## src/rtl/ysyx_23060184_clint_pkg.sv

```systemverilog
// Shared CLINT configuration: bus widths, register offsets, response codes,
// FSM state types and small decode/merge helpers.
package ysyx_23060184_clint_pkg;
   localparam int DATA_WIDTH   = 32;
   localparam int ADDR_WIDTH   = 32;
   localparam int ACERR_WIDTH  = 2;
   localparam int WMASK_LENGTH = 4;

   localparam logic [ADDR_WIDTH-1:0] OFF_MTIMECMP_LO = 32'h0000_4000;
   localparam logic [ADDR_WIDTH-1:0] OFF_MTIMECMP_HI = 32'h0000_4004;
   localparam logic [ADDR_WIDTH-1:0] OFF_MTIME_LO    = 32'h0000_BFF8;
   localparam logic [ADDR_WIDTH-1:0] OFF_MTIME_HI    = 32'h0000_BFFC;

   localparam logic [ACERR_WIDTH-1:0] OKAY   = 2'b00;
   localparam logic [ACERR_WIDTH-1:0] SLVERR = 2'b10;

   typedef enum logic {R_IDLE, R_DATA} rd_state_e;
   typedef enum logic [1:0] {W_IDLE, W_DATA, W_RESP} wr_state_e;
   typedef enum logic [2:0] {SEL_NONE, SEL_CMP_LO, SEL_CMP_HI, SEL_MTIME_LO, SEL_MTIME_HI} reg_sel_e;

   // Exact match only, so misaligned offsets fall through to SEL_NONE.
   function automatic reg_sel_e decode_offset(input logic [ADDR_WIDTH-1:0] off);
      case (off)
         OFF_MTIMECMP_LO: decode_offset = SEL_CMP_LO;
         OFF_MTIMECMP_HI: decode_offset = SEL_CMP_HI;
         OFF_MTIME_LO:    decode_offset = SEL_MTIME_LO;
         OFF_MTIME_HI:    decode_offset = SEL_MTIME_HI;
         default:         decode_offset = SEL_NONE;
      endcase
   endfunction

   function automatic logic [DATA_WIDTH-1:0] merge_word(input logic [DATA_WIDTH-1:0]   old_word,
                                                        input logic [DATA_WIDTH-1:0]   new_word,
                                                        input logic [WMASK_LENGTH-1:0] strb);
      merge_word = old_word;
      for (int i = 0; i < WMASK_LENGTH; i++)
         if (strb[i]) merge_word[8*i +: 8] = new_word[8*i +: 8];
   endfunction
endpackage

```

## src/rtl/ysyx_23060184_clint_if.sv

```systemverilog
// AXI-lite style register bus between a master and the CLINT.
interface ysyx_23060184_clint_if;
   import ysyx_23060184_clint_pkg::*;

   logic [ADDR_WIDTH-1:0]   araddr;
   logic                    arvalid;
   logic                    aready;
   logic [DATA_WIDTH-1:0]   rdata;
   logic [ACERR_WIDTH-1:0]  rresp;
   logic                    rvalid;
   logic                    rready;
   logic [ADDR_WIDTH-1:0]   awaddr;
   logic                    awvalid;
   logic                    awready;
   logic [DATA_WIDTH-1:0]   wdata;
   logic [WMASK_LENGTH-1:0] wstrb;
   logic                    wvalid;
   logic                    wready;
   logic                    bvalid;
   logic [ACERR_WIDTH-1:0]  bresp;
   logic                    bready;

   modport master (
      output araddr, arvalid, rready, awaddr, awvalid, wdata, wstrb, wvalid, bready,
      input  aready, rdata, rresp, rvalid, awready, wready, bvalid, bresp
   );
   modport slave (
      input  araddr, arvalid, rready, awaddr, awvalid, wdata, wstrb, wvalid, bready,
      output aready, rdata, rresp, rvalid, awready, wready, bvalid, bresp
   );
endinterface

```

## src/rtl/ysyx_23060184_clint_timer.sv

```systemverilog
// Prescaled 64-bit mtime, mtimecmp storage with a word write port, and the
// registered compare that drives the timer interrupt.
module ysyx_23060184_clint_timer
   import ysyx_23060184_clint_pkg::*;
#(
   parameter int TICK_DIV = 1
) (
   input  logic                    clk,
   input  logic                    reset,
   input  logic                    wr_en,
   input  reg_sel_e                wr_sel,
   input  logic [DATA_WIDTH-1:0]   wr_data,
   input  logic [WMASK_LENGTH-1:0] wr_strb,
   output logic [63:0]             mtime,
   output logic [63:0]             mtimecmp,
   output logic                    timer_irq
);
   localparam int PW = (TICK_DIV > 1) ? $clog2(TICK_DIV) : 1;
   localparam logic [PW-1:0] PRE_MAX = PW'(TICK_DIV - 1);

   logic [PW-1:0] prescale;
   logic          tick;
   logic          wr_mtime;

   assign tick     = (prescale == PRE_MAX);
   assign wr_mtime = wr_en && (wr_sel == SEL_MTIME_LO || wr_sel == SEL_MTIME_HI);

   always_ff @(posedge clk) begin
      if (reset) begin
         prescale  <= '0;
         mtime     <= '0;
         mtimecmp  <= '1;
         timer_irq <= 1'b0;
      end else begin
         timer_irq <= (mtime >= mtimecmp);
         // A software write to mtime restarts the prescaler and suppresses that cycle's tick.
         if (wr_mtime || tick) prescale <= '0;
         else                  prescale <= prescale + PW'(1);

         if (wr_en && wr_sel == SEL_MTIME_LO)
            mtime[31:0] <= merge_word(mtime[31:0], wr_data, wr_strb);
         else if (wr_en && wr_sel == SEL_MTIME_HI)
            mtime[63:32] <= merge_word(mtime[63:32], wr_data, wr_strb);
         else if (tick)
            mtime <= mtime + 64'd1;

         if (wr_en && wr_sel == SEL_CMP_LO)
            mtimecmp[31:0] <= merge_word(mtimecmp[31:0], wr_data, wr_strb);
         if (wr_en && wr_sel == SEL_CMP_HI)
            mtimecmp[63:32] <= merge_word(mtimecmp[63:32], wr_data, wr_strb);
      end
   end
endmodule

```

## src/rtl/ysyx_23060184_clint.sv

```systemverilog
// CLINT top: independent read and write bus FSMs in front of the timer block.
module ysyx_23060184_clint
   import ysyx_23060184_clint_pkg::*;
#(
   parameter int                    TICK_DIV = 1,
   parameter logic [ADDR_WIDTH-1:0] BASE     = 32'h0200_0000
) (
   input  logic                   clk,
   input  logic                   reset,
   ysyx_23060184_clint_if.slave   bus,
   output logic                   timer_irq
);
   rd_state_e               rd_state, rd_next;
   wr_state_e               wr_state, wr_next;
   reg_sel_e                rd_sel, wr_sel;
   logic                    ar_hs, r_hs, aw_hs, w_hs;
   logic [DATA_WIDTH-1:0]   rd_word;
   logic [DATA_WIDTH-1:0]   rdata_q;
   logic [ACERR_WIDTH-1:0]  rresp_q, bresp_q;
   logic [ADDR_WIDTH-1:0]   awaddr_q;
   logic [63:0]             mtime, mtimecmp;
   logic                    wr_en;

   assign ar_hs = bus.arvalid && bus.aready;
   assign r_hs  = bus.rvalid && bus.rready;
   assign aw_hs = bus.awvalid && bus.awready;
   assign w_hs  = bus.wvalid && bus.wready;

   always_ff @(posedge clk) begin
      if (reset) begin
         rd_state <= R_IDLE;
         wr_state <= W_IDLE;
      end else begin
         rd_state <= rd_next;
         wr_state <= wr_next;
      end
   end

   always_comb begin
      rd_next    = rd_state;
      bus.aready = 1'b0;
      bus.rvalid = 1'b0;
      case (rd_state)
         R_IDLE: begin
            bus.aready = 1'b1;
            if (bus.arvalid) rd_next = R_DATA;
         end
         R_DATA: begin
            bus.rvalid = 1'b1;
            if (bus.rready) rd_next = R_IDLE;
         end
         default: rd_next = R_IDLE;
      endcase
   end

   always_comb begin
      wr_next     = wr_state;
      bus.awready = 1'b0;
      bus.wready  = 1'b0;
      bus.bvalid  = 1'b0;
      case (wr_state)
         W_IDLE: begin
            bus.awready = 1'b1;
            if (bus.awvalid) wr_next = W_DATA;
         end
         W_DATA: begin
            bus.wready = 1'b1;
            if (bus.wvalid) wr_next = W_RESP;
         end
         W_RESP: begin
            bus.bvalid = 1'b1;
            if (bus.bready) wr_next = W_IDLE;
         end
         default: wr_next = W_IDLE;
      endcase
   end

   assign rd_sel = decode_offset(bus.araddr - BASE);
   assign wr_sel = decode_offset(awaddr_q - BASE);

   always_comb begin
      rd_word = '0;
      case (rd_sel)
         SEL_CMP_LO:   rd_word = mtimecmp[31:0];
         SEL_CMP_HI:   rd_word = mtimecmp[63:32];
         SEL_MTIME_LO: rd_word = mtime[31:0];
         SEL_MTIME_HI: rd_word = mtime[63:32];
         default:      rd_word = '0;
      endcase
   end

   // rdata returns to zero once the beat is accepted so it reads 0 while idle.
   always_ff @(posedge clk) begin
      if (reset) begin
         rdata_q <= '0;
         rresp_q <= OKAY;
      end else if (ar_hs) begin
         rdata_q <= rd_word;
         rresp_q <= (rd_sel == SEL_NONE) ? SLVERR : OKAY;
      end else if (r_hs) begin
         rdata_q <= '0;
      end
   end

   always_ff @(posedge clk) begin
      if (aw_hs) awaddr_q <= bus.awaddr;
   end

   always_ff @(posedge clk) begin
      if (reset)     bresp_q <= OKAY;
      else if (w_hs) bresp_q <= (wr_sel == SEL_NONE) ? SLVERR : OKAY;
   end

   assign bus.rdata = rdata_q;
   assign bus.rresp = rresp_q;
   assign bus.bresp = bresp_q;
   assign wr_en     = w_hs && (|bus.wstrb) && (wr_sel != SEL_NONE);

   ysyx_23060184_clint_timer #(
      .TICK_DIV (TICK_DIV)
   ) u_timer (
      .clk       (clk),
      .reset     (reset),
      .wr_en     (wr_en),
      .wr_sel    (wr_sel),
      .wr_data   (bus.wdata),
      .wr_strb   (bus.wstrb),
      .mtime     (mtime),
      .mtimecmp  (mtimecmp),
      .timer_irq (timer_irq)
   );
endmodule

```

## src/flat_wrapper.sv

```systemverilog
// flat-port wrapper written by rule: the top's interface ports become plain ports
module ysyx_23060184_clint_flat import ysyx_23060184_clint_pkg::*;
#(
   parameter int                    TICK_DIV = 1,
   parameter logic [ADDR_WIDTH-1:0] BASE     = 32'h0200_0000
)
  (clk, reset, timer_irq, bus_araddr, bus_arvalid, bus_rready, bus_awaddr, bus_awvalid, bus_wdata, bus_wstrb, bus_wvalid, bus_bready, bus_aready, bus_rdata, bus_rresp, bus_rvalid, bus_awready, bus_wready, bus_bvalid, bus_bresp);
  ysyx_23060184_clint_if bus_i ();
  input  logic clk;
  input  logic reset;
  output logic timer_irq;
  input wire logic [$bits(bus_i.araddr)-1:0] bus_araddr;
  input wire logic [$bits(bus_i.arvalid)-1:0] bus_arvalid;
  input wire logic [$bits(bus_i.rready)-1:0] bus_rready;
  input wire logic [$bits(bus_i.awaddr)-1:0] bus_awaddr;
  input wire logic [$bits(bus_i.awvalid)-1:0] bus_awvalid;
  input wire logic [$bits(bus_i.wdata)-1:0] bus_wdata;
  input wire logic [$bits(bus_i.wstrb)-1:0] bus_wstrb;
  input wire logic [$bits(bus_i.wvalid)-1:0] bus_wvalid;
  input wire logic [$bits(bus_i.bready)-1:0] bus_bready;
  output wire logic [$bits(bus_i.aready)-1:0] bus_aready;
  output wire logic [$bits(bus_i.rdata)-1:0] bus_rdata;
  output wire logic [$bits(bus_i.rresp)-1:0] bus_rresp;
  output wire logic [$bits(bus_i.rvalid)-1:0] bus_rvalid;
  output wire logic [$bits(bus_i.awready)-1:0] bus_awready;
  output wire logic [$bits(bus_i.wready)-1:0] bus_wready;
  output wire logic [$bits(bus_i.bvalid)-1:0] bus_bvalid;
  output wire logic [$bits(bus_i.bresp)-1:0] bus_bresp;
  assign bus_i.araddr = bus_araddr;
  assign bus_i.arvalid = bus_arvalid;
  assign bus_i.rready = bus_rready;
  assign bus_i.awaddr = bus_awaddr;
  assign bus_i.awvalid = bus_awvalid;
  assign bus_i.wdata = bus_wdata;
  assign bus_i.wstrb = bus_wstrb;
  assign bus_i.wvalid = bus_wvalid;
  assign bus_i.bready = bus_bready;
  assign bus_aready = bus_i.aready;
  assign bus_rdata = bus_i.rdata;
  assign bus_rresp = bus_i.rresp;
  assign bus_rvalid = bus_i.rvalid;
  assign bus_awready = bus_i.awready;
  assign bus_wready = bus_i.wready;
  assign bus_bvalid = bus_i.bvalid;
  assign bus_bresp = bus_i.bresp;
  ysyx_23060184_clint #(.TICK_DIV(TICK_DIV), .BASE(BASE)) u_core (.clk(clk), .reset(reset), .bus(bus_i), .timer_irq(timer_irq));
endmodule
```

## config.mk

```make
export PLATFORM = sky130hd
export DESIGN_NAME = ysyx_23060184_clint_flat
export DESIGN_NICKNAME = d
export VERILOG_FILES = /design/src/rtl/ysyx_23060184_clint_pkg.sv /design/src/rtl/ysyx_23060184_clint_if.sv /design/src/rtl/ysyx_23060184_clint_timer.sv /design/src/rtl/ysyx_23060184_clint.sv /design/src/flat_wrapper.sv
export SDC_FILE = /design/constraint.sdc
export NUM_CORES = 1
export LEC_CHECK = 0
export BUFFER_PORTS_ARGS = -buffer_cell sky130_fd_sc_hd__buf_4
export CAP_MARGIN = 20
export CELL_PAD_IN_SITES_DETAIL_PLACEMENT = 0
export CELL_PAD_IN_SITES_GLOBAL_PLACEMENT = 1
export CORE_ASPECT_RATIO = 1.2
export CORE_MARGIN = 8
export CORE_UTILIZATION = 40
export DETAILED_ROUTE_END_ITERATION = 8
export PLACE_DENSITY_LB_ADDON = 0.1
export RECOVER_POWER = 100
export SLEW_MARGIN = 20
export SYNTH_ARGS = -nofsm -noshare
export SYNTH_HDL_FRONTEND = slang
export SYNTH_SLANG_ARGS = --single-unit
```

## constraint.sdc

```tcl
create_clock -name clk -period 2.9 [get_ports clk]
set_input_delay 0 -clock clk [delete_from_list [all_inputs] [get_ports clk]]
set_output_delay 0 -clock clk [all_outputs]
set_load 0.05 [all_outputs]
```

==> results.md, run 1 <==
- Die X: 171 microns
- Clock sink count: 199
- Setup Buffers After CTS: 0
- Final hold vios: 0
- Worst Hold Class: primary input to register
- Synth top area cells: dfxtp_1 29%, edfxtp_1 8.3%, ha_1 7.2%, nand2_1 5.9%, mux2i_1 5.1%
- Clk_skew: 18.8 ps
- Ports: 149
- Core footprint: 28600 sq um
- Final WL: 43600 microns
- Cell taking the most area after synthesis: dfxtp_1
- Worst VDD drop: 0.281 mV
- # diodes: 0
- Least-Margin Pin Slew: 1700 ps
- Crit end category: register
- Status: finished with violations
- GPL Wtd Cong: 0.890
- Layout Utilization: 51.6%
- Clock transition at the registers of the reported paths: 80 ps
- CTS Root Cell: clkbuf_16
- All-layer global routing usage: 25.1%
- Final nets: 1775
- Pwr/cell area: 393 nW/um^2
- Avg Inst Size Synth: 8.58 sq um
- Total power: 5790 uW
- Initial antenna violation count: 0
- Netlist Area Pre-Place: 11600 sq um
- Share of layout cells above drive strength 1: 16.0%
- Synthesis-stage register bit count: 199
- HPWL after DPL: 31500 microns
- Clock buffer count from CTS: 17
- Clock latency on the worst-skew pair: 460 ps
- Multi-input gate area: 6660 sq um
- CP startpoint kind: register
- First-pass GRT wire length: 67700 microns
- Drt wl/cell: 21.8 microns
- Fill cell count: 2798
- Critical-path cell list: nand3b_1, or4_4, or4_1, clkbuf_1, nand2_1, buf_4, nand3_1, a21oi_1
- WS Path Type: register to register
- Ys async rst share: 0%
- Clock Tree Buf Depth: 2
- Post-synth top flop: dfxtp_1
- Vias per cell: 5.92
- Largest net degree at the start of global routing: 60
- Crit Path Max Fanout: 9
- Reg area: 4300 sq um
- Drt drc: 0
- Slew Limit Fails: 33
- Worst path required time: 3270 ps
- GRT Residual Overflow: 0
- Distinct cells, synth: 74
- PortBufs: 146
- Min Tclk post-route: 2720 ps
- Leakage Power: 0.00629 uW
- Layout area overhead: 27.4%
- FF-to-FF setup slack: 180 ps
- Sequential area share after synthesis: 37.2%
- Initial DRC count: 839
- CTS tree: yes
- Worst path max stage delay: 600 ps
- Post-route ant nets: 0
- YS warnings: 0
- MaxCap Viol Count: 1
- Reg-to-Reg Start: u_core.awaddr_q[14]
- RSZ-0062 raised after global routing: no
- Final Cell Area: 14700 sq um
- Relative slew slack: -13.7%
- Initial Utilization: 40.5%
- Worst Setup SP: u_core.awaddr_q[14]
- Area share of the largest cell type after synthesis: 28.9%
- Full die area: 34600 sq um
- DR pass1 iterations: 5
- Via Count: 11800
- Fmax: 368 MHz
- Vias in the first global route: 11800
- Hold_sp: bus_wvalid
- Die Span Y: 202 microns
- Row cnt: 68
- H-Tree Depth: 4
- Crit path DAT: 3090 ps
- Crit path max-delay cell type: or4_4
- Placed cell areas: 13700 sq um
- Crit share post-route: 93.8%
- Violations in the final reports: max-capacitance violations, max-slew violations
- Post-synth EDFFs: 32
- # setup viols final: 0
- Mapped Cells: 1349
[worst max-delay path: cells and delay by family, from the launching register on]
family	cells	cell delay, ps
DFF	1	380
and+or+nand+nor	5	1620
buffers and inverters	2	460
AOI/OAI and AO/OA	1	170
[through the flow]
stage | std cells | TNS (ps) | hold WS [ps] | worst slack [ps]
6_report | 1999 | 0 | 43.2 | 179
5_1_grt | 1999 | 0 | 64.6 | 5.81
4_1_cts | 1999 | 0 | 25.4 | 91.0
3_5_place_dp | 1896 | -173 | 179 | -32.6
3_3_place_gp | 1896 | 0 | 178 | 38.1
2_1_floorplan | 1351 | 0 | 98.9 | 195
[Yosys cell counts (4+ instances only)]
library cell / instances
o22ai_1: 6
o21ai_0: 38
buf_2: 4
a21o_1: 9
edfxtp_1: 32
a2111oi_0: 8
nand2b_1: 5
nor2_1: 47
mux2i_1: 59
a31oi_1: 6
nand2_1: 182
and4_1: 9
buf_1: 4
a32o_1: 10
or3_1: 11
nor4b_1: 5
o211ai_1: 36
dfxtp_1: 167
a221oi_1: 32
nor4_1: 26
nor3_1: 20
ha_1: 67
or4_1: 8
nor2b_1: 5
a22oi_1: 5
o31a_1: 6
a21oi_1: 83
nand3_1: 49
o32ai_1: 40
o2111ai_1: 4
and3_1: 12
nor3b_1: 4
a22o_1: 36
inv_1: 87
or2_2: 7
clkbuf_1: 74
o31ai_1: 6
nand4_1: 41
o21ai_1: 19
and2_1: 7
a211oi_1: 17
[registers in the layout, indices dropped and copies added (netlist names)]
register,cells
u_core.awaddr_q,32
u_core.bus.bresp,1
u_core.bus.rdata,32
u_core.bus.rresp,1
u_core.rd_state,1
u_core.u_timer.mtime,64
u_core.u_timer.mtimecmp,64
u_core.u_timer.prescale,1
u_core.u_timer.timer_irq,1
u_core.wr_state,2
[path summary, 6_finish.rpt]
check                                               end  depth (start not counted)
worst min register to register     u_core.bus.rdata[18]                          2
worst max register to register  u_core.u_timer.mtime[0]                          8
worst min-delay path                 u_core.wr_state[1]                          4
worst max-delay path            u_core.u_timer.mtime[0]                          8
[cells in the final DEF, fill, tap and decap left out, types with 19 or more instances in the layout]
master	n
a22o_1	36
o32ai_1	40
a21oi_1	83
a221oi_1	32
ha_1	67
mux2i_1	59
edfxtp_1	32
nand4_1	41
clkbuf_4	33
nor4_1	22
nand2_1	181
dlygate4sd3_1	71
clkbuf_1	48
buf_4	152
o211ai_1	36
nor2_1	47
nor3_1	19
dfxtp_1	167
inv_1	86
nand3_1	49
o21ai_0	54
[what timing repair did]
item	in CTS	in global routing
hold endpoints to repair	168	0
endpoints found under the setup margin	6	7
resized for setup	1	2
hold buffers	71	0
[where the power goes]
| part | internal, uW | total, uW | leakage (uW) | switching (uW) |
|---|---|---|---|---|
| registers | 2850 | 2870 | 0.00165 | 27.0 |
| logic | 216 | 492 | 0.00435 | 276 |
| clock network | 1150 | 2430 | 0.000275 | 1270 |
[cell type report]
cell class	instances	area share [%]
well taps	385	3.27
inverters	88	2.25
clock inverters	15	1.02
multi-input cells	980	45.1
repair buffers	315	16.2
clock buffers	17	2.89
flip-flops and latches	199	29.2
[cells by family (layout without fill, tap and decap cells)]
logic type / Yosys count / count (layout) / synth area share (%)
compound gates: 394 / 394 / 24.5
xor+xnor: 2 / 2 / 0.151
fa+ha+maj: 67 / 67 / 7.24
buf+inv: 172 / 435 / 5.69
flops: 199 / 199 / 37.2
mux: 63 / 63 / 5.49
other cells: 1 / 3 / 0.0324
simple gates: 451 / 451 / 19.7
[per-layer routing]
layer | track usage [%] | vias up | wire, microns
li1 | - | 5648 | -
met1 | 31.3 | 5774 | 18500
met2 | 43.3 | 339 | 21600
met3 | 3.57 | 67 | 2200
met4 | 9.14 | 0 | 1250
met5 | 0 | - | 0
No activity file was read; power rests on OpenSTA's default activity.
==> run 2, diff against run 1 <==
- BUFFER_PORTS_ARGS: -buffer_cell sky130_fd_sc_hd__buf_4 -> -buffer_cell sky130_fd_sc_hd__buf_2
- CORE_ASPECT_RATIO: 1.2 -> 0.8
==> run 2 against run 1 <==
Effect of this change:
- the flow now finishes without violations
- clock skew fell by 4.8 ps
- final cell count barely moved
- critical path type unchanged
- largest cell class unchanged
- setup slack got worse by 78 ps
- global-route usage fell by 0.31 points
- sequential share of layout area rose by 0.33 points
- first-iteration DRC count rose by 29%
- critical endpoint is now u_core.u_timer.mtime[45]
- power rose by 0.58%
- hold slack improved by 37 ps
- register-to-register slack got worse by 80 ps
- fmax fell by 2.8%
- critical path depth fell by 1
==> results.md, run 2 (same netlist as run 1, synthesis figures left out) <==
- Status: completed (was finished with violations)
- Final WL: 43300 microns (was 43600 microns)
- Full die area: 34700 sq um (was 34600 sq um)
- Buf+Inv Stages, Crit Path: 1 (was 2)
- Met2 usage: 35.6% (was 43.3%)
- CTS Root Cell: clkbuf_16 (unchanged)
- Drt drc: 0 (unchanged)
- Ports: 149 (unchanged)
- Most used cell, CP: or4_1
- Slew Limit Fails: 0 (was 33)
- CP startpoint kind: register (unchanged)
- Reg-to-Reg Start: u_core.awaddr_q[14] (unchanged)
- Initial Utilization: 40.8% (was 40.5%)
- Crit path DAT: 3170 ps (was 3090 ps)
- Clock latency on the worst-skew pair: 450 ps (was 460 ps)
- Final nets: 1789 (was 1775)
- Row cnt: 55 (was 68)
- Setup TNS: 0 ps (unchanged)
- Clk_skew: 13.9 ps (was 18.8 ps)
- WS Path Type: register to register (unchanged)
- Switching Share: 25.9% (was 27.2%)
- DR pass1 iterations: 8 (was 5)
- MaxCap Viol Count: 0 (was 1)
- Worst path required time: 3270 ps (about the same)
- GR Layer Usage met1: 37.4% (was 31.3%)
- Fmax: 357 MHz (was 368 MHz)
- RSZ-0062 raised after global routing: no (unchanged)
- Vias per cell: 5.94 (was 5.92)
- Cell Count, Final, Fillers Out: 1998 (was 1999)
- Leading registers by flop count: u_core.u_timer.mtime: 64 flops, u_core.u_timer.mtimecmp: 64 flops (unchanged)
- GRT Residual Overflow: 0 (unchanged)
- CTS tree: yes (unchanged)
- Core footprint: 28400 sq um (was 28600 sq um)
- All-layer global routing usage: 24.8% (was 25.1%)
- # setup viols final: 0 (unchanged)
- Crit share post-route: 96.5% (was 93.8%)
- Largest net degree at the start of global routing: 60 (unchanged)
- Crit path max-delay cell type: or4_1 (was or4_4)
- Share of layout cells above drive strength 1: 17.0% (was 16.0%)
- Initial antenna violation count: 1 (was 0)
- Clock buffer count from CTS: 17 (unchanged)
- GPL Wtd Cong: 0.854 (was 0.890)
- Least-Margin Pin Slew: 940 ps (was 1700 ps)
- Fill cell count: 2745 (was 2798)
- Worst VDD drop: 0.388 mV (was 0.281 mV)
- Relative slew slack: 37.3% (was -13.7%)
- Reg area: 4300 sq um (unchanged)
- Die Span Y: 168 microns (was 202 microns)
- H-Tree Depth: 4 (unchanged)
- Leakage Power: 0.00629 uW (about the same)
- Crit end category: register (unchanged)
- Crit path max-delay family: simple AND/OR/NAND/NOR gates (unchanged)
- # diodes: 0 (unchanged)
- Layout area overhead: 26.0% (was 27.4%)
- Critical-path cell list: nand3b_1, or4_1, buf_4, or4_1, o2111ai_1, o21ai_0, a211oi_1 (was nand3b_1, or4_4, or4_1, clkbuf_1, nand2_1, buf_4, nand3_1, a21oi_1)
- Register share of total power: 49.2% (was 49.6%)
- Clock power frac: 43.1% (was 41.9%)
- PortBufs: 146 (unchanged)
- Hold_sp: bus_wvalid (unchanged)
- Post-route ant nets: 0 (unchanged)
- Gr busiest metal: met1 (was met2)
- Clock transition at the registers of the reported paths: 80 ps (about the same)
- Commonest non-fill, non-tap cell in the layout: nand2_1 (unchanged)
- Drt wl/cell: 21.7 microns (was 21.8 microns)
- Die X: 206 microns (was 171 microns)
- Clock sink count: 199 (unchanged)
- Min Tclk post-route: 2800 ps (was 2720 ps)
- Dpl cells: 1895 (was 1896)
- Pwr/cell area: 400 nW/um^2 (was 393 nW/um^2)
- Worst Setup SP: u_core.awaddr_q[14] (unchanged)
- Vias in the first global route: 11500 (was 11800)
- First-pass GRT wire length: 67800 microns (was 67700 microns)
- Combinational Power Share: 7.7% (was 8.5%)
- Psw: 1510 uW (was 1580 uW)
- Multi-input gate area: 6670 sq um (was 6660 sq um)
- HPWL after DPL: 31700 microns (was 31500 microns)
- Met3 usage: 4.76% (was 3.57%)
- Via Count: 11900 (was 11800)
- Most frequent cells in the layout: 180 x nand2_1, 167 x dfxtp_1, 104 x buf_2 (was 181 x nand2_1, 167 x dfxtp_1, 152 x buf_4)
- Worst path max stage delay: 750 ps (was 600 ps)
- Crit Path Max Fanout: 9 (unchanged)
- Worst Hold Class: primary input to register (unchanged)
- Clock Tree Buf Depth: 2 (unchanged)
- Fin Hold WS: 80.6 ps (was 43.2 ps)
- Initial DRC count: 1082 (was 839)
- Final hold vios: 0 (unchanged)
- P_int: 4320 uW (was 4220 uW)
run 2: cell count changes in the layout (fill, tap and decap cells not counted), sizes merged:
cell         before  now
buf             156  197
clkbuf          105   79
dlygate4sd3      71   70
inv              95   93
bufinv            0    2
run 2: per-stage QoR:
stage | util (%) | area [sq um] | setup slack [ps] | power (uW)
after floorplan | - | 11600 | 195 | 3100
after global placement | 47.3 | 13400 | 135 | 3310
after detailed placement | 47.3 | 13400 | 78.5 | 3310
after CTS | 51.8 | 14700 | 35.8 | 5880
after global routing | 51.4 | 14600 | 2.07 | 6020
final | 51.4 | 14600 | 102 | 5830
run 2: power by group through the flow:
stage,clock network (uW),registers (uW),logic [uW]
after floorplan,0,2940,161
after global placement,0,2930,378
after detailed placement,0,2930,380
after CTS,2560,2870,454
after global routing,2660,2870,482
final,2510,2870,450
run 2: worst paths after layout:
kind,endpoint,slack [ps],cells after the start
worst max-delay path,u_core.u_timer.mtime[45],100,7
worst min-delay path,u_core.wr_state[1],80,4
worst max register to register,u_core.u_timer.mtime[45],100,7
worst min register to register,u_core.bus.rdata[14],450,2
run 2: tightest hold or removal path: stages:
cell and delay, ps:
buf_2 90, and3b_1 260, a21oi_1 60, nor2_1 70
run 2: final cells by class:
| cell class | count | share of cell area (%) |
|---|---|---|
| Inverter | 88 | 2.27 |
| Tap cell | 370 | 3.17 |
| Sequential cell | 199 | 29.5 |
| Timing Repair Buffer | 329 | 15.3 |
| Clock buffer | 17 | 2.92 |
| Multi-Input combinational cell | 980 | 45.7 |
| Clock inverter | 15 | 1.13 |
run 2: layer usage:
layer  vias up  routed length [microns]
met5         -                       14
met3        44                     3460
met4         2                      715
met1      5707                    21000
met2       444                    18100
li1       5672                        -
run 2: timing repair:
action,4_1_cts,5_1_grt
hold endpoints to repair,162,0
gates resized for setup,0,5
endpoints found under the setup margin,0,40
buffers inserted,0,1
hold buffers,70,0
==> run 3, diff against run 2 <==
- CORE_UTILIZATION: 40 -> 44
- clock period: 2.9 -> 3.1 ns (I/O delays scaled with it)
==> run 3 against run 2 <==
Effect of this change:
- the flow now finishes with violations (max-capacitance violations, max-slew violations)
- final cell count fell by 2.6%
- sequential share of layout area rose by 0.66 points
- global-route usage rose by 0.72 points
- utilization rose by 3.3 points
- clock power fell by 8.0%
- clock skew rose by 1.7 ps
- critical path type unchanged
==> results.md, run 3 (same netlist as run 1, synthesis figures left out) <==
- Status: finished with violations (was completed)
- Violations in the final reports: max-capacitance violations, max-slew violations
- HPWL after DPL: 29900 microns (was 31700 microns)
- Worst VDD drop: 0.372 mV (was 0.388 mV)
- Initial DRC count: 1046 (was 1082)
- Ports: 149 (unchanged)
- Clock buffer count from CTS: 17 (unchanged)
- Clock Tree Buf Depth: 2 (unchanged)
- Leading registers by flop count: u_core.u_timer.mtime: 64 flops, u_core.u_timer.mtimecmp: 64 flops (unchanged)
- Worst path max stage delay: 550 ps (was 750 ps)
- Vias in the first global route: 11000 (was 11500)
- Final WL: 40900 microns (was 43300 microns)
- Switching Share: 25.2% (was 25.9%)
- Most frequent cells in the layout: 181 x nand2_1, 167 x dfxtp_1, 102 x buf_2 (was 180 x nand2_1, 167 x dfxtp_1, 104 x buf_2)
- Vias per cell: 5.97 (was 5.94)
- CTS Root Cell: clkbuf_16 (unchanged)
- Final nets: 1751 (was 1789)
- Die Span Y: 161 microns (was 168 microns)
- Critical-path cell list: nand3b_1, or4_1, clkbuf_2, nor4_4, clkbuf_2, nand2_1, a22oi_1, o32ai_1 (was nand3b_1, or4_1, buf_4, or4_1, o2111ai_1, o21ai_0, a211oi_1)
- CP startpoint kind: register (unchanged)
- Dpl cells: 1845 (was 1895)
- Fmax: 343 MHz (was 357 MHz)
- Via Count: 11600 (was 11900)
- Initial antenna violation count: 0 (was 1)
- Slew Limit Fails: 33 (was 0)
- Total power: 5400 uW (was 5830 uW)
- Worst setup margin: 182 ps (was 102 ps)
- Die X: 197 microns (was 206 microns)
- Crit share post-route: 94.1% (was 96.5%)
- Crit end category: register (unchanged)
- MaxCap Viol Count: 1 (was 0)
- Post-route ant nets: 0 (unchanged)
- Initial Utilization: 44.4% (was 40.8%)
- Combinational Power Share: 7.6% (was 7.7%)
- Pwr/cell area: 379 nW/um^2 (was 400 nW/um^2)
- Most used cell, CP: clkbuf_2 (was or4_1)
- H-Tree Depth: 4 (unchanged)
- Clock power frac: 42.7% (was 43.1%)
- CTS tree: yes (unchanged)
- Core footprint: 26100 sq um (was 28400 sq um)
- # setup viols final: 0 (unchanged)
- Fill cell count: 2472 (was 2745)
- Relative slew slack: -5.97% (was 37.3%)
- Clk_skew: 15.6 ps (was 13.9 ps)
- WS Path Type: register to register (unchanged)
- Setup Buffers After CTS: 0 (unchanged)
- Min Tclk post-route: 2920 ps (was 2800 ps)
- Drt wl/cell: 21.0 microns (was 21.7 microns)
- Final Cell Area: 14300 sq um (was 14600 sq um)
- First-pass GRT wire length: 64100 microns (was 67800 microns)
- Setup TNS: 0 ps (unchanged)
- Crit Path Max Fanout: 11 (was 9)
- Worst path required time: 3400 ps (was 3270 ps)
- Buf+Inv Stages, Crit Path: 2 (was 1)
- Commonest non-fill, non-tap cell in the layout: nand2_1 (unchanged)
- Crit path max-delay cell type: or4_1 (unchanged)
- Register share of total power: 49.7% (was 49.2%)
- Row cnt: 53 (was 55)
- GPL Wtd Cong: 0.905 (was 0.854)
- Layout area overhead: 23.3% (was 26.0%)
- Share of layout cells above drive strength 1: 14.6% (was 17.0%)
- P_int: 4040 uW (was 4320 uW)
- Clock latency on the worst-skew pair: 450 ps (about the same)
- DR pass1 iterations: 5 (was 8)
- Least-Margin Pin Slew: 1590 ps (was 940 ps)
- RSZ-0062 raised after global routing: no (unchanged)
- DP Worst Slack: 126 ps (was 78.5 ps)
- Drt drc: 0 (unchanged)
- Placed cell areas: 13100 sq um (was 13400 sq um)
- Leakage Power: 0.00610 uW (was 0.00629 uW)
- # diodes: 0 (unchanged)
- Crit path max-delay family: simple AND/OR/NAND/NOR gates (unchanged)
- Psw: 1360 uW (was 1510 uW)
- Full die area: 31800 sq um (was 34700 sq um)
- Largest net degree at the start of global routing: 60 (unchanged)
- PortBufs: 146 (unchanged)
- Worst Hold Class: primary input to register (unchanged)
- GRT Residual Overflow: 0 (unchanged)
- Crit path DAT: 3220 ps (was 3170 ps)
- Cell Count, Final, Fillers Out: 1947 (was 1998)
- All-layer global routing usage: 25.6% (was 24.8%)
- Clock sink count: 199 (unchanged)
- Final hold vios: 0 (unchanged)
- Clock transition at the registers of the reported paths: 70 ps (was 80 ps)
==> run 3: cell count changes in the layout (fill, tap and decap cells not counted), moves of 2 or more <==
cell and delta:
o21ai_1 +2, clkinv_4 +2, clkbuf_1 +3, inv_6 -2, o21ai_0 -2, clkinvlp_4 +2, clkinvlp_2 -3, buf_4 -27
clkbuf_2 -10, buf_2 -2
==> run 3: area by class of cell <==
type / count / area, sq um / area share, %
multi-input combinational: 980 / 6640 / 46.6
sequential: 199 / 4300 / 30.2
timing repair buffer: 291 / 1950 / 13.6
tap: 357 / 447 / 3.13
clock buffer: 17 / 425 / 2.98
inverter: 88 / 332 / 2.32
clock inverter: 15 / 169 / 1.18
==> run 3: path summary, 6_finish.rpt <==
| kind | from | end | slack [ps] | cells past startpoint |
|---|---|---|---|---|
| max | u_core.awaddr_q[14] | u_core.u_timer.mtime[3] | 180 | 8 |
| min | bus_wvalid | u_core.wr_state[1] | 80 | 4 |
| max reg2reg | u_core.awaddr_q[14] | u_core.u_timer.mtime[3] | 180 | 8 |
| min reg2reg | u_core.bus.rdata[19] | u_core.bus.rdata[19] | 460 | 2 |
==> run 3: power groups by stage <==
stage          Combinational (uW)  Sequential [uW]  Clock, uW
2_1_floorplan                 151             2750          0
3_3_place_gp                  340             2740          0
3_5_place_dp                  340             2740          0
4_1_cts                       410             2680       2340
5_1_grt                       439             2690       2440
6_report                      408             2680       2310
==> run 3: worst reg2reg max path, delay by kind of cell (launching register included) <==
kind	cells	cell delay (ps)
simple gates	4	1510
buf+inv	2	460
compound gates	2	450
flops	1	370
==> run 3: repair_timing <==
action	4_1_cts	5_1_grt
resized for setup	0	3
hold buffers	70	0
hold endpoints to repair	164	0
setup endpoints to repair	0	9
==> run 3: layer usage <==
layer	wire length, microns	GRT usage (%)
met5	0	0
met4	615	6.21
met1	19500	37.3
met3	3950	6.18
met2	16900	37.1
==> run 3: stage by stage <==
stage / hold WS [ps] / util [%]
finish: 76.9 / 54.7
global route: 79.7 / 54.7
CTS: 52.2 / 55.1
detailed placement: 178 / 50.2
global placement: 176 / 50.2
floorplan: 98.9 / -
